[src/rtl/pipe_pkg.sv]
// Shared definitions for the generic pipeline stage register: state encoding,
// control-bit positions and default per-stage widths.
package pipe_pkg;

  typedef enum logic [1:0] {
    ST_EMPTY = 2'd0,
    ST_BUSY  = 2'd1,
    ST_FULL  = 2'd2
  } pipe_state_e;

  localparam int CTRL_MEM_READ  = 0;
  localparam int CTRL_MEM_WRITE = 1;
  localparam int CTRL_WB_EN     = 2;

  localparam int PIPE_CTRL_W    = 3;
  localparam int ID_EXE_DATA_W  = 104;
  localparam int EXE_MEM_DATA_W = 72;
  localparam int MEM_WB_DATA_W  = 68;

  function automatic logic [1:0] occupancy_of(input pipe_state_e s);
    case (s)
      ST_BUSY: return 2'd1;
      ST_FULL: return 2'd2;
      default: return 2'd0;
    endcase
  endfunction

endpackage

[src/rtl/pipe_stage_reg.sv]
// Valid/ready pipeline stage register with optional two-entry skid buffer,
// freeze (stall), flush and bubble suppression of the control field.
module pipe_stage_reg #(
  parameter int DATA_W  = 72,
  parameter int CTRL_W  = 3,
  parameter bit SKID_EN = 1'b1
) (
  input  logic              clk,
  input  logic              rst,
  input  logic              freeze,
  input  logic              flush,
  input  logic              in_valid,
  output logic              in_ready,
  input  logic [DATA_W-1:0] in_data,
  input  logic [CTRL_W-1:0] in_ctrl,
  output logic              out_valid,
  input  logic              out_ready,
  output logic [DATA_W-1:0] out_data,
  output logic [CTRL_W-1:0] out_ctrl,
  output logic [1:0]        occupancy
);
  import pipe_pkg::*;

  pipe_state_e       state;
  logic [DATA_W-1:0] main_data, skid_data;
  logic [CTRL_W-1:0] main_ctrl, skid_ctrl;
  logic              in_fire, out_fire;

  assign out_valid = (state != ST_EMPTY);
  assign in_fire   = in_valid && in_ready;
  assign out_fire  = out_valid && out_ready && !freeze;

  generate
    if (SKID_EN) begin : g_skid
      // Registered decode only: no path from out_ready to in_ready.
      assign in_ready = (state != ST_FULL) && !freeze;
    end else begin : g_single
      assign in_ready = (!out_valid || out_ready) && !freeze;
    end
  endgenerate

  always_ff @(posedge clk) begin
    if (!rst) begin
      state     <= ST_EMPTY;
      main_data <= '0;
      main_ctrl <= '0;
      skid_data <= '0;
      skid_ctrl <= '0;
    end else if (flush) begin
      state <= ST_EMPTY;
    end else begin
      case (state)
        ST_EMPTY: begin
          if (in_fire) begin
            main_data <= in_data;
            main_ctrl <= in_ctrl;
            state     <= ST_BUSY;
          end
        end
        ST_BUSY: begin
          if (in_fire && !out_fire) begin
            skid_data <= in_data;
            skid_ctrl <= in_ctrl;
            state     <= ST_FULL;
          end else if (out_fire && !in_fire) begin
            state <= ST_EMPTY;
          end else if (in_fire && out_fire) begin
            main_data <= in_data;
            main_ctrl <= in_ctrl;
          end
        end
        ST_FULL: begin
          if (out_fire) begin
            main_data <= skid_data;
            main_ctrl <= skid_ctrl;
            state     <= ST_BUSY;
          end
        end
        default: state <= ST_EMPTY;
      endcase
    end
  end

  // Bubbles present a zero control field so downstream needs no valid gating.
  assign out_data  = main_data;
  assign out_ctrl  = out_valid ? main_ctrl : '0;
  assign occupancy = occupancy_of(state);

endmodule

[config.mk]
export PLATFORM = sky130hd
export DESIGN_NAME = pipe_stage_reg
export DESIGN_NICKNAME = d
export VERILOG_FILES = /design/src/rtl/pipe_pkg.sv /design/src/rtl/pipe_stage_reg.sv
export SDC_FILE = /design/constraint.sdc
export NUM_CORES = 1
export LEC_CHECK = 0
export CELL_PAD_IN_SITES_DETAIL_PLACEMENT = 0
export CELL_PAD_IN_SITES_GLOBAL_PLACEMENT = 1
export CORE_AREA = 2 2 139 141
export DETAILED_ROUTE_END_ITERATION = 12
export DIE_AREA = 0 0 141 143
export MAX_ROUTING_LAYER = met4
export PLACE_DENSITY = 0.86
export SYNTH_ARGS = -nofsm -noshare
export SYNTH_HDL_FRONTEND = slang
export SYNTH_SLANG_ARGS = --single-unit
[constraint.sdc]
create_clock -name clk -period 3.1 [get_ports clk]
set_input_delay 0.775 -clock clk [delete_from_list [all_inputs] [get_ports clk]]
set_output_delay 0.775 -clock clk [all_outputs]
set_load 0.03 [all_outputs]
======== Word-level counts from Yosys, hierarchy flattened ========
Index checks and enable logic that the tools add are counted.
cells by class
  bitwise gates (word level) .............. 2
  reductions and logical operators ........ 17
  multiplexer cells ....................... 19
  equal/unequal tests ..................... 9
operators by type and width
  kind                                                  number
  2-to-1 mux 72 bit                                     5
  one-hot mux 72 bit (3 select lines)                   1
  2-to-1 mux 3 bit                                      6
  inequality test 2 bit (second input constant)         6
  one-hot mux 3 bit (3 select lines)                    1
  2-to-1 mux 2 bit                                      4
  logical AND 1 bit                                     7
  AND reduction 7 bit                                   1
  one-hot mux 2 bit (3 select lines)                    1
  AND reduction 3 bit                                   2
  one-hot mux 2 bit (2 select lines)                    1
  logical NOT 1 bit                                     3
  inequality test 3 bit (second input constant)         1
  nonzero test 3 bit                                    1
  equality test 2 x 1 -> 1 bit (second input constant)  1
  equality test 2 bit (second input constant)           1
  logical NOT 2 bit                                     1
  inverter 1 bit                                        2
  nonzero test 2 bit                                    1
  OR reduction 2 bit                                    1
storage, ports and cells
  input bits .............................. 81
  flip-flop bits (word level) ............. 152
  word-level logic and storage cells ...... 52

======== Logic depth before layout (Yosys ltp) ========
Gate-level depths: netlist of run 1.
  depth after elaboration ................. 8
  mapped depth ............................ 12
  depth with buffers taken out ............ 8

======== Worst setup path after synthesis of run 1 ========
No wires, ideal clock.
  path kind ............................... flip-flop to flip-flop
  from .................................... register state[0]
  to ...................................... register main_data[12] (netlist: out_data[12])
  period minus slack after synthesis ...... 2.765 ns
  data arrival time ....................... 2.677 ns
  library setup time ...................... 0.089 ns
  path slack .............................. 0.335 ns
  path buffers ............................ 3
  stages on the path, launching flop included .. 12
  cells stage by stage .................... dfxtp_1 > nand2b_1 > inv_2 > clkbuf_1 > nor3_1 > inv_2 > ha_1 > nor3b_2 > buf_2 > clkbuf_1 > a221oi_1 > a311oi_2
between the ends
  cells in the longest elaborated chain, start to end .. 7
  elaborated cells between the ends (all ways) .. 22
  those cells by class .................... eq/ne: 8; mux: 1; reduce/logical: 13
RTL lines
  item                                                                line                                        source
  from (decl)                                                         pipe_stage_reg.sv:24                        pipe_state_e state;
  from (signal assigned)                                              pipe_stage_reg.sv:44                        state <= ST_EMPTY;
  from (signal assigned)                                              pipe_stage_reg.sv:50                        state <= ST_EMPTY;
  from (signal assigned)                                              pipe_stage_reg.sv:57                        state <= ST_BUSY;
  inequality test 2 bit / nonzero test 2 bit (equally long branches)  pipe_stage_reg.sv:36, pipe_stage_reg.sv:29
  logical AND 1 bit (on tied branches)                                pipe_stage_reg.sv:36, pipe_stage_reg.sv:31
  logical AND 1 bit (on tied branches)                                pipe_stage_reg.sv:30, pipe_stage_reg.sv:31
  logical NOT 1 bit (on tied branches)                                pipe_stage_reg.sv:65, pipe_stage_reg.sv:61
  logical AND 1 bit (on tied branches)                                pipe_stage_reg.sv:65, pipe_stage_reg.sv:61
  inequality test 2 bit (no line)                                     -
  AND reduction 7 bit (no line)                                       -
  to (signal assigned)                                                pipe_stage_reg.sv:55                        main_data <= in_data;
  to (signal assigned)                                                pipe_stage_reg.sv:68                        main_data <= in_data;
  to (signal assigned)                                                pipe_stage_reg.sv:74                        main_data <= skid_data;
  to (decl)                                                           pipe_stage_reg.sv:25                        logic [DATA_W-1:0] main_data, skid_data;
Parallel ways exist; a longest one is shown, timed or not.
A chain may end at the register's enable or synchronous reset.

======== Worst setup path after layout of run 1 ========
  from .................................... register state[1]
  to ...................................... output port out_ctrl[0]
between the ends
  cells in the longest elaborated chain, start to end .. 2
RTL lines
  item                line                  source
  nonzero test 2 bit  pipe_stage_reg.sv:29  assign out_valid = (state != ST_EMPTY);
  2-to-1 mux 3 bit    pipe_stage_reg.sv:86  assign out_ctrl = out_valid ? main_ctrl : '0;
  to (decl)           pipe_stage_reg.sv:19  output logic [CTRL_W-1:0] out_ctrl,
No other way between the ends.

==> impl_metrics.ini, run 1 <==
[outcome]
run_status = finished clean

[finish]
synthToLayoutAreaGrowth_pct = 37.2
layout.cells.most_common = nand2_1
finalNetCount = 1009
drive_above_1_share_pct = 17.4
final_cell_mix = 300 x nand2_1, 157 x clkdlybuf4s50_1, 151 x dfxtp_1
stdcell_area_um2 = 9630

[sta]
whs_ns = 0.454
timing.max_slew.rel_slack_pct = 37.4
timing.final.crit_period_ns = 2.83
max_freq_mhz = 353
worst_clock_skew_ns = 0.00776
fin_setup_tns_ns = 0
rsz0062_at_grt = false
worst_pin_slew_ns = 0.938
finalHoldViolCount = 0
report.final.setup_viol = 0
layout_setup_ws_ns = 0.268
fin_crit_sh_pct = 91.4
finalMaxSlewViolations = 0

[clock_tree]
cts_buffer_depth = 2
tritoncts = yes
cts_root_buf = clkbuf_16
clk_pin_slew_ns = 0.06
cts_hold_repair.buffers = 0
cts_num_sinks = 152
clock_insertion_delay_worst_skew_ns = 0.42
cts_buffers = 17
htreeDepth = 4

[global_route]
grt_antenna_before_repair = 1
grt.total_usage_pct = 21.4
wire_length_of_the_first_global_routing_pass_um = 33400
grt_max_degree = 76
number_of_global_route_vias_before_repair = 6321
gr-total-overflow = 0

[logic_synthesis]
synth_cell_type_count = 31
yosys.area_share.simple_pct = 18.0
synth_compound_gate_area_share_pct = 31.7
mean_syn_cell_area_um2 = 8.80
synth-adder-area-share_pct = 0.535
synth_top_family_by_area = compound AO/OA/AOI/OAI gates
synth_xor_xnor_area_share_pct = 0
yosys_most_used_dff = dfxtp_1
synth-seq-area-share_pct = 43.3
nets_in_the_synthesized_netlist = 882
synth.area.mux_share_pct = 0.214
synth_edf_count = 0
ys_async_sr_fraction_pct = 0
synth-warning-count = 0
post_synth_instance_area_um2 = 7020
count_of_mapped_cells_out_of_synthesis = 798
postSynthRegisterBits = 152

[critical_path]
regToRegEndpoint = out_data[35]$_SDFFE_PN0P_
depth_of_the_worst_register_to_register_path = 12
critical_path_class = reg2out
critical_path.max_fanout = 8
critical_path_capture_point_type = output port
critical_path_arrival_ns = 2.06
worstSetupStartpointType = flop
r2r_setup_slack_ns = 0.76
timing.critical_path.required_ns = 2.32
worstReg2RegStart = state[0]$_SDFFE_PP0P_

[drt]
wire_per_inst_um = 17.7
viasPerCell = 5.53
drt-initial-drc-count = 446
remaining_antenna_violation_count_after_routing = 0
via_count = 6489
route.final.wire_length_um = 20800
drc = 0
detail_route.first_pass.iterations = 5

[placement]
dp_hpwl_um = 12600
detailedPlace.worstSlack_ns = 0.0669
numPortBuffers = 159
post_dp_cell_area_um2 = 8980
gp_routability_congestion = 0.735

[power_and_ir_drop]
leakagePower_uw = 0.00317
vdd.ir_drop.worst_mv = 0.367
report.power.total_uw = 5080
power_density_nw_per_um2 = 528

[die]
design.portCount = 160
die-area_um2 = 20200
floorplan.die.height_um = 143
design.core.area_um2 = 18600
rows = 50
initial_core_util_pct = 37.8
fp.dieW_um = 141

[job]
cap_violations = 0

[worst_hold_path]
whs_endpoint = skid_data[22]$_SDFFE_PN0P_
whs_path_depth = 2
holdCritStartpoint = skid_data[22]$_SDFFE_PN0P_
timing.hold.worst.class = reg2reg
[worst max-delay path, cell delays in order (launching register included)]
cell and delay [ns]:
dfxtp_2 0.47, nor2_1 0.09, inv_1 0.21, and2_1 0.19, clkdlybuf4s50_1 0.67
[layer usage]
layer	wire, um	vias to the layer above	track usage (%)	share of wire (%)
li1	-	3131	-	-
met1	9330	3113	26.7	45
met2	9930	220	35.9	48
met3	1190	25	3.79	5.7
met4	344	0	6.32	1.7
met5	0	-	-	0
[cells in the mapped netlist, types with 2 or more instances]
master      n  area share, %
and2_1      3           0.27
buf_4       4           0.43
ha_1        3           0.53
nor3_1      2           0.14
a221oi_2   31            6.6
a22o_1      2           0.25
a311oi_1   25            3.1
dfxtp_1   152             43
nand2_1   300             16
clkbuf_1   48            2.6
nor3b_2     2           0.36
inv_1       3           0.16
a221oi_1   44            5.5
buf_6       5           0.80
a311oi_2   50             11
buf_2      22            1.6
a21oi_1    75            5.3
inv_2       3           0.16
nor2_1      3           0.16
buf_1      10           0.53
[state kept, by name (all words and copies together) (netlist names)]
name / cells
skid_data: 72
state: 2
main_ctrl: 3
skid_ctrl: 3
out_data: 72
[cells by family (layout without fill, tap and decap cells)]
logic type / count (synthesis) / in the layout
other: 0 / 1
adder cells (fa/ha/maj): 3 / 3
AO/OA/AOI/OAI: 229 / 229
flip-flops: 152 / 152
buffers and inverters: 95 / 235
AND/OR/NAND/NOR: 318 / 318
multiplexers: 1 / 1
[final cells by class]
cell class / count / area [um^2]
clock inverters: 12 / 198
fillers: 1720 / 8950
well taps: 234 / 293
multi-input cells: 551 / 3600
inverters: 6 / 27.5
flip-flops and latches: 152 / 3040
diodes: 1 / 2.50
clock buffers: 20 / 447
repair buffers: 197 / 2020
[worst max path at each step]
stage                           from                         to  slack [ns]  cells after the start
6_report       state[1]$_SDFFE_PP0P_                out_ctrl[0]        0.27                      4
5_1_grt        state[1]$_SDFFE_PP0P_                out_ctrl[0]        0.16                      4
4_1_cts        state[1]$_SDFFE_PP0P_                out_ctrl[0]        0.08                      4
3_5_place_dp                in_valid  out_data[16]$_SDFFE_PN0P_        0.07                     11
3_3_place_gp                in_valid  out_data[10]$_SDFFE_PN0P_        0.10                     11
2_1_floorplan  state[0]$_SDFFE_PP0P_  out_data[12]$_SDFFE_PN0P_        0.33                     11
[repair_timing]
action	4_1_cts	5_1_grt
buffers inserted	0	0
setup endpoints to repair	0	2
gates resized for setup	0	1
[power breakdown]
part / total (uW) / switching, uW / internal, uW
combinational: 744 / 408 / 336
clock: 2280 / 830 / 1450
sequential: 2060 / 43.8 / 2010
total: 5080 / 1280 / 3800
[per-stage QoR]
step,instances,utilization [%]
after CTS,1172,51.8
after detailed placement,1140,48.3
after global routing,1173,51.8
after global placement,1140,48.3
after floorplan,798,-
final,1173,51.8
Power figures use the tool's default switching activity.
==> run 2: changes to the inputs <==
--- a/config.mk
+++ b/config.mk
@@ -5,6 +5,7 @@
 export SDC_FILE = /design/constraint.sdc
 export NUM_CORES = 1
 export LEC_CHECK = 0
+export ABC_AREA = 0
 export CELL_PAD_IN_SITES_DETAIL_PLACEMENT = 0
 export CELL_PAD_IN_SITES_GLOBAL_PLACEMENT = 1
 export CORE_AREA = 2 2 139 141
==> constraint.sdc (replaced) <==
create_clock -name clk -period 3.1 [get_ports clk]
set_input_delay 0.465 -clock clk [delete_from_list [all_inputs] [get_ports clk]]
set_output_delay 0.465 -clock clk [all_outputs]
set_load 0.03 [all_outputs]
==> run 2 against run 1 <==
  * Power fell by 4.7%
  * Clock skew rose by 0.0044 ns
  * First-iteration DRC count fell by 0.90%
  * Die area did not move
  * Worst setup slack improved by 0.14 ns
  * Cell area fell by 2.0%
  * Critical endpoint is now out_ctrl[1]
  * Largest power group is now sequential cells
==> impl_metrics.ini, run 2 (same netlist as run 1, synthesis figures left out) <==
[die]
initial_core_util_pct = 37.8
fp.dieW_um = 141
design.core.area_um2 = 18600
design.portCount = 160
die-area_um2 = 20200
rows = 50
floorplan.die.height_um = 143

[finish]
drive_above_1_share_pct = 16.4
synthToLayoutAreaGrowth_pct = 34.4
final_cell_mix = 300 x nand2_1, 157 x clkdlybuf4s50_1, 152 x dfxtp_1
finalNetCount = 999
layout.cells.most_common = nand2_1

[power_and_ir_drop]
power_density_nw_per_um2 = 514
report.power.total_uw = 4840
vdd.ir_drop.worst_mv = 0.364
leakagePower_uw = 0.00306

[job]
cap_violations = 0

[clock_tree]
cts_buffer_depth = 2
post_cts.repair.setup_buffers = 0
clk_pin_slew_ns = 0.06
cts_num_sinks = 152
cts_repair_resize_count = 0
htreeDepth = 4
clock_insertion_delay_worst_skew_ns = 0.43
tritoncts = yes
cts_buffers = 17
cts_hold_repair.buffers = 0
cts_root_buf = clkbuf_16

[critical_path]
timing.critical_path.cells = nor2_1, inv_1, and2_1, clkdlybuf4s50_1
critical_path_capture_point_type = output port
critical_path.max_fanout = 8
depth_of_the_worst_register_to_register_path = 8
timing.critical_path.required_ns = 2.63
crit_slowest_cell = clkdlybuf4s50_1
cp-endpoint = out_ctrl[1]
r2r_setup_slack_ns = 0.48
cpLargestDelayFamily = buffers and inverters
critical_path_arrival_ns = 2.22
worstSetupStartpointType = flop
cp_slowest_stage_delay_ns = 0.68
worst-path-stages = 4
worstReg2RegStart = state[1]$_SDFFE_PP0P_
regToRegEndpoint = out_data[60]$_SDFFE_PN0P_
critPathBufInv = 2
critical_path_class = reg2out
worstSetupStartpoint = state[1]$_SDFFE_PP0P_

[placement]
dp_hpwl_um = 12300
detailedPlace.worstSlack_ns = 0.216
numPortBuffers = 159
gp_routability_congestion = 0.759

[sta]
finalMaxSlewViolations = 0
timing.max_slew.rel_slack_pct = 37.7
fin_crit_sh_pct = 86.7
rsz0062_at_grt = false
report.final.setup_viol = 0
worst_pin_slew_ns = 0.935
finalHoldViolCount = 0
fin_setup_tns_ns = 0
layout_setup_ws_ns = 0.411
timing.final.crit_period_ns = 2.69
worst_clock_skew_ns = 0.0122
max_freq_mhz = 372

[drt]
drt-initial-drc-count = 442
route.final.wire_length_um = 20900
wire_per_inst_um = 18.0
remaining_antenna_violation_count_after_routing = 0
via_count = 6481
viasPerCell = 5.57
detail_route.first_pass.iterations = 5
drc = 0

[global_route]
grt_antenna_before_repair = 1
wire_length_of_the_first_global_routing_pass_um = 32700
gr-total-overflow = 0
number_of_global_route_vias_before_repair = 6138
grt_max_degree = 78
grt.total_usage_pct = 21.0

[worst_hold_path]
timing.hold.worst.class = reg2reg

[outcome]
run_status = finished clean
==> run 2: tightest hold or removal path, cell delays in order (launching register included) <==
cell     delay (ns)
dfxtp_1        0.31
nand2_1        0.05
a21oi_1        0.05
==> run 2: cell type report <==
cell class                      count  area (um^2)
Antenna cell                        1         2.50
Clock buffer                       20          447
Clock inverter                     12          128
Fill cell                        1753         9150
Inverter                            6         27.5
Multi-Input combinational cell    551         3600
Sequential cell                   152         3040
Tap cell                          234          293
Timing Repair Buffer              187         1900
==> run 2: per-stage QoR <==
stage | cells | area [um^2] | util, % | hold WS [ns]
2_1_floorplan | 798 | 7020 | - | 0.437
5_1_grt | 1163 | 9430 | 50.8 | 0.469
3_3_place_gp | 1130 | 8860 | 47.7 | 0.442
4_1_cts | 1162 | 9430 | 50.8 | 0.455
3_5_place_dp | 1130 | 8860 | 47.7 | 0.447
6_report | 1163 | 9430 | 50.8 | 0.454
==> run 2: report_power, final <==
part / internal (uW) / leakage (uW) / switching (uW)
Clock: 1200 / 0.000272 / 843
Combinational: 331 / 0.00156 / 410
Sequential: 2010 / 0.00123 / 43.5
==> run 2: how the worst min path moves through the flow <==
stage | depth (start not counted) | end | from | slack [ns]
floorplan | 2 | skid_ctrl[0]$_SDFFE_PN0P_ | skid_ctrl[0]$_SDFFE_PN0P_ | 0.44
finish | 2 | skid_data[10]$_SDFFE_PN0P_ | skid_data[10]$_SDFFE_PN0P_ | 0.45
CTS | 2 | skid_data[10]$_SDFFE_PN0P_ | skid_data[10]$_SDFFE_PN0P_ | 0.45
global placement | 2 | skid_data[44]$_SDFFE_PN0P_ | skid_data[44]$_SDFFE_PN0P_ | 0.44
global route | 2 | skid_data[26]$_SDFFE_PN0P_ | skid_data[26]$_SDFFE_PN0P_ | 0.47
detailed placement | 2 | skid_data[58]$_SDFFE_PN0P_ | skid_data[58]$_SDFFE_PN0P_ | 0.45
==> run 2: routing by layer <==
metal	routed length, um	GRT usage (%)	vias to the layer above
li1	-	-	3118
met1	9440	26.3	3127
met2	9860	34.3	207
met3	1220	4.63	29
met4	379	6.00	0
met5	0	-	-
==> run 3: changes to the inputs <==
==> constraint.sdc (replaced) <==
create_clock -name clk -period 3.1 [get_ports clk]
set_input_delay 0.93 -clock clk [delete_from_list [all_inputs] [get_ports clk]]
set_output_delay 0.93 -clock clk [all_outputs]
set_load 0.03 [all_outputs]
==> run 3 against run 2 <==
  * Sequential cell count unchanged
  * Fmax down 3.8%
  * First-iteration DRC count up 1.6%
  * Die area did not move
  * Wire length down 1.8%
  * Sequential power barely moved
  * Global-route usage decreased by 0.11 points
  * Register-to-register slack better by 0.27 ns
==> impl_metrics.ini, run 3 (same netlist as run 1, synthesis figures left out) <==
[sta]
finalHoldViolCount = 0
rsz0062_at_grt = false
max_freq_mhz = 358
worst_clock_skew_ns = 0.0110
timing.max_slew.rel_slack_pct = 39.3
fin_crit_sh_pct = 90.2
report.final.setup_viol = 0
finalMaxSlewViolations = 0
fin_setup_tns_ns = 0
worst_pin_slew_ns = 0.910
timing.final.crit_period_ns = 2.79

[outcome]
run_status = finished clean

[critical_path]
critical_path_capture_point_type = output port
critical_path_class = reg2out
worstReg2RegStart = state[0]$_SDFFE_PP0P_
depth_of_the_worst_register_to_register_path = 12
r2r_setup_slack_ns = 0.75
critical_path.max_fanout = 5
worstSetupStartpointType = flop
timing.critical_path.required_ns = 2.17
regToRegEndpoint = out_data[17]$_SDFFE_PN0P_
critical_path_arrival_ns = 1.86

[finish]
finalNetCount = 1009
area_used_by_multi_input_combinational_logic_um2 = 3600
final_cell_mix = 300 x nand2_1, 157 x clkdlybuf4s50_1, 152 x dfxtp_1
layout.cells.most_common = nand2_1
stdcell_count = 1171
seq_area_um2 = 3040
drive_above_1_share_pct = 17.0
synthToLayoutAreaGrowth_pct = 37.2
num-fill-cells = 1712

[die]
rows = 50
fp.dieW_um = 141
floorplan.die.height_um = 143
design.portCount = 160
die-area_um2 = 20200
initial_core_util_pct = 37.8
design.core.area_um2 = 18600

[drt]
wire_per_inst_um = 17.5
drt-initial-drc-count = 449
route.final.wire_length_um = 20500
viasPerCell = 5.47
drc = 0
via_count = 6410
remaining_antenna_violation_count_after_routing = 0
detail_route.first_pass.iterations = 5

[global_route]
grt.total_usage_pct = 20.9
grt_antenna_before_repair = 1
wire_length_of_the_first_global_routing_pass_um = 32500
gr-total-overflow = 0
grt_max_degree = 76
number_of_global_route_vias_before_repair = 6108

[worst_hold_path]
timing.hold.worst.class = reg2reg
whs_endpoint = skid_data[32]$_SDFFE_PN0P_
whs_path_depth = 2
holdCritStartpoint = skid_data[32]$_SDFFE_PN0P_

[clock_tree]
clock_insertion_delay_worst_skew_ns = 0.41
cts_root_buf = clkbuf_16
cts_num_sinks = 152
cts_buffers = 17
clk_pin_slew_ns = 0.05
cts_repair_resize_count = 0
cts_buffer_depth = 2
post_cts.repair.setup_buffers = 0
tritoncts = yes
htreeDepth = 4
cts_hold_repair.buffers = 0

[power_and_ir_drop]
vdd.ir_drop.worst_mv = 0.375
report.power.total_uw = 4960
leakagePower_uw = 0.00317
power_density_nw_per_um2 = 515

[job]
cap_violations = 0

[placement]
numPortBuffers = 159
dp.cells = 1140
gp_routability_congestion = 0.738
dp_hpwl_um = 12500
-- run 3: cell types whose count changed in the layout (fill, tap and decap cells not counted), sizes merged --
cell | previous run | this run
clkinv | 6 | 3
clkinvlp | 4 | 1
buf | 30 | 40
bufinv | 2 | 4
clkbuf | 20 | 22
-- run 3: area by class of cell --
| class | count | share of cell area, % |
|---|---|---|
| timing repair buffer | 197 | 21.4 |
| clock inverter | 8 | 1.52 |
| sequential | 152 | 31.6 |
| multi-input combinational | 551 | 37.3 |
| inverter | 6 | 0.286 |
| clock buffer | 22 | 4.82 |
| tap | 234 | 3.04 |
| antenna | 1 | 0.0260 |
-- run 3: per-layer routing --
layer	up-vias	track usage [%]	wire length, um
met5	-	-	0
met4	0	6.95	307
met3	26	3.99	1260
met2	215	33.9	9690
met1	3038	26.3	9250
li1	3131	-	-
-- run 3: worst max-delay path by stage --
stage / startpoint / endpoint / cells past startpoint
final: state[0]$_SDFFE_PP0P_ / out_ctrl[0] / 4
after global routing: state[0]$_SDFFE_PP0P_ / out_ctrl[1] / 4
after CTS: state[0]$_SDFFE_PP0P_ / out_ctrl[0] / 4
after detailed placement: in_valid / out_data[10]$_SDFFE_PN0P_ / 11
after global placement: in_valid / out_data[20]$_SDFFE_PN0P_ / 11
after floorplan: state[0]$_SDFFE_PP0P_ / out_data[12]$_SDFFE_PN0P_ / 11
-- run 3: power by group --
group / switching, uW / internal, uW
Sequential: 41.3 / 2020
Clock: 774 / 1380
Combinational: 409 / 339
Total: 1220 / 3730
-- run 3: worst max-delay path, cell delays in order, from the launching register on --
cell,delay (ns)
dfxtp_1,0.32
nor2_1,0.06
inv_1,0.21
and2_1,0.20
clkdlybuf4s50_1,0.67
-- run 3: metrics by stage --
stage	worst slack (ns)	area, um^2	utilization [%]	hold slack [ns]
after floorplan	0.335	7020	-	0.437
after global placement	-0.00804	9020	48.5	0.442
after detailed placement	-0.0820	9020	48.5	0.447
after CTS	0.276	9630	51.8	0.455
after global routing	0.232	9630	51.8	0.465
final	0.305	9630	51.8	0.453
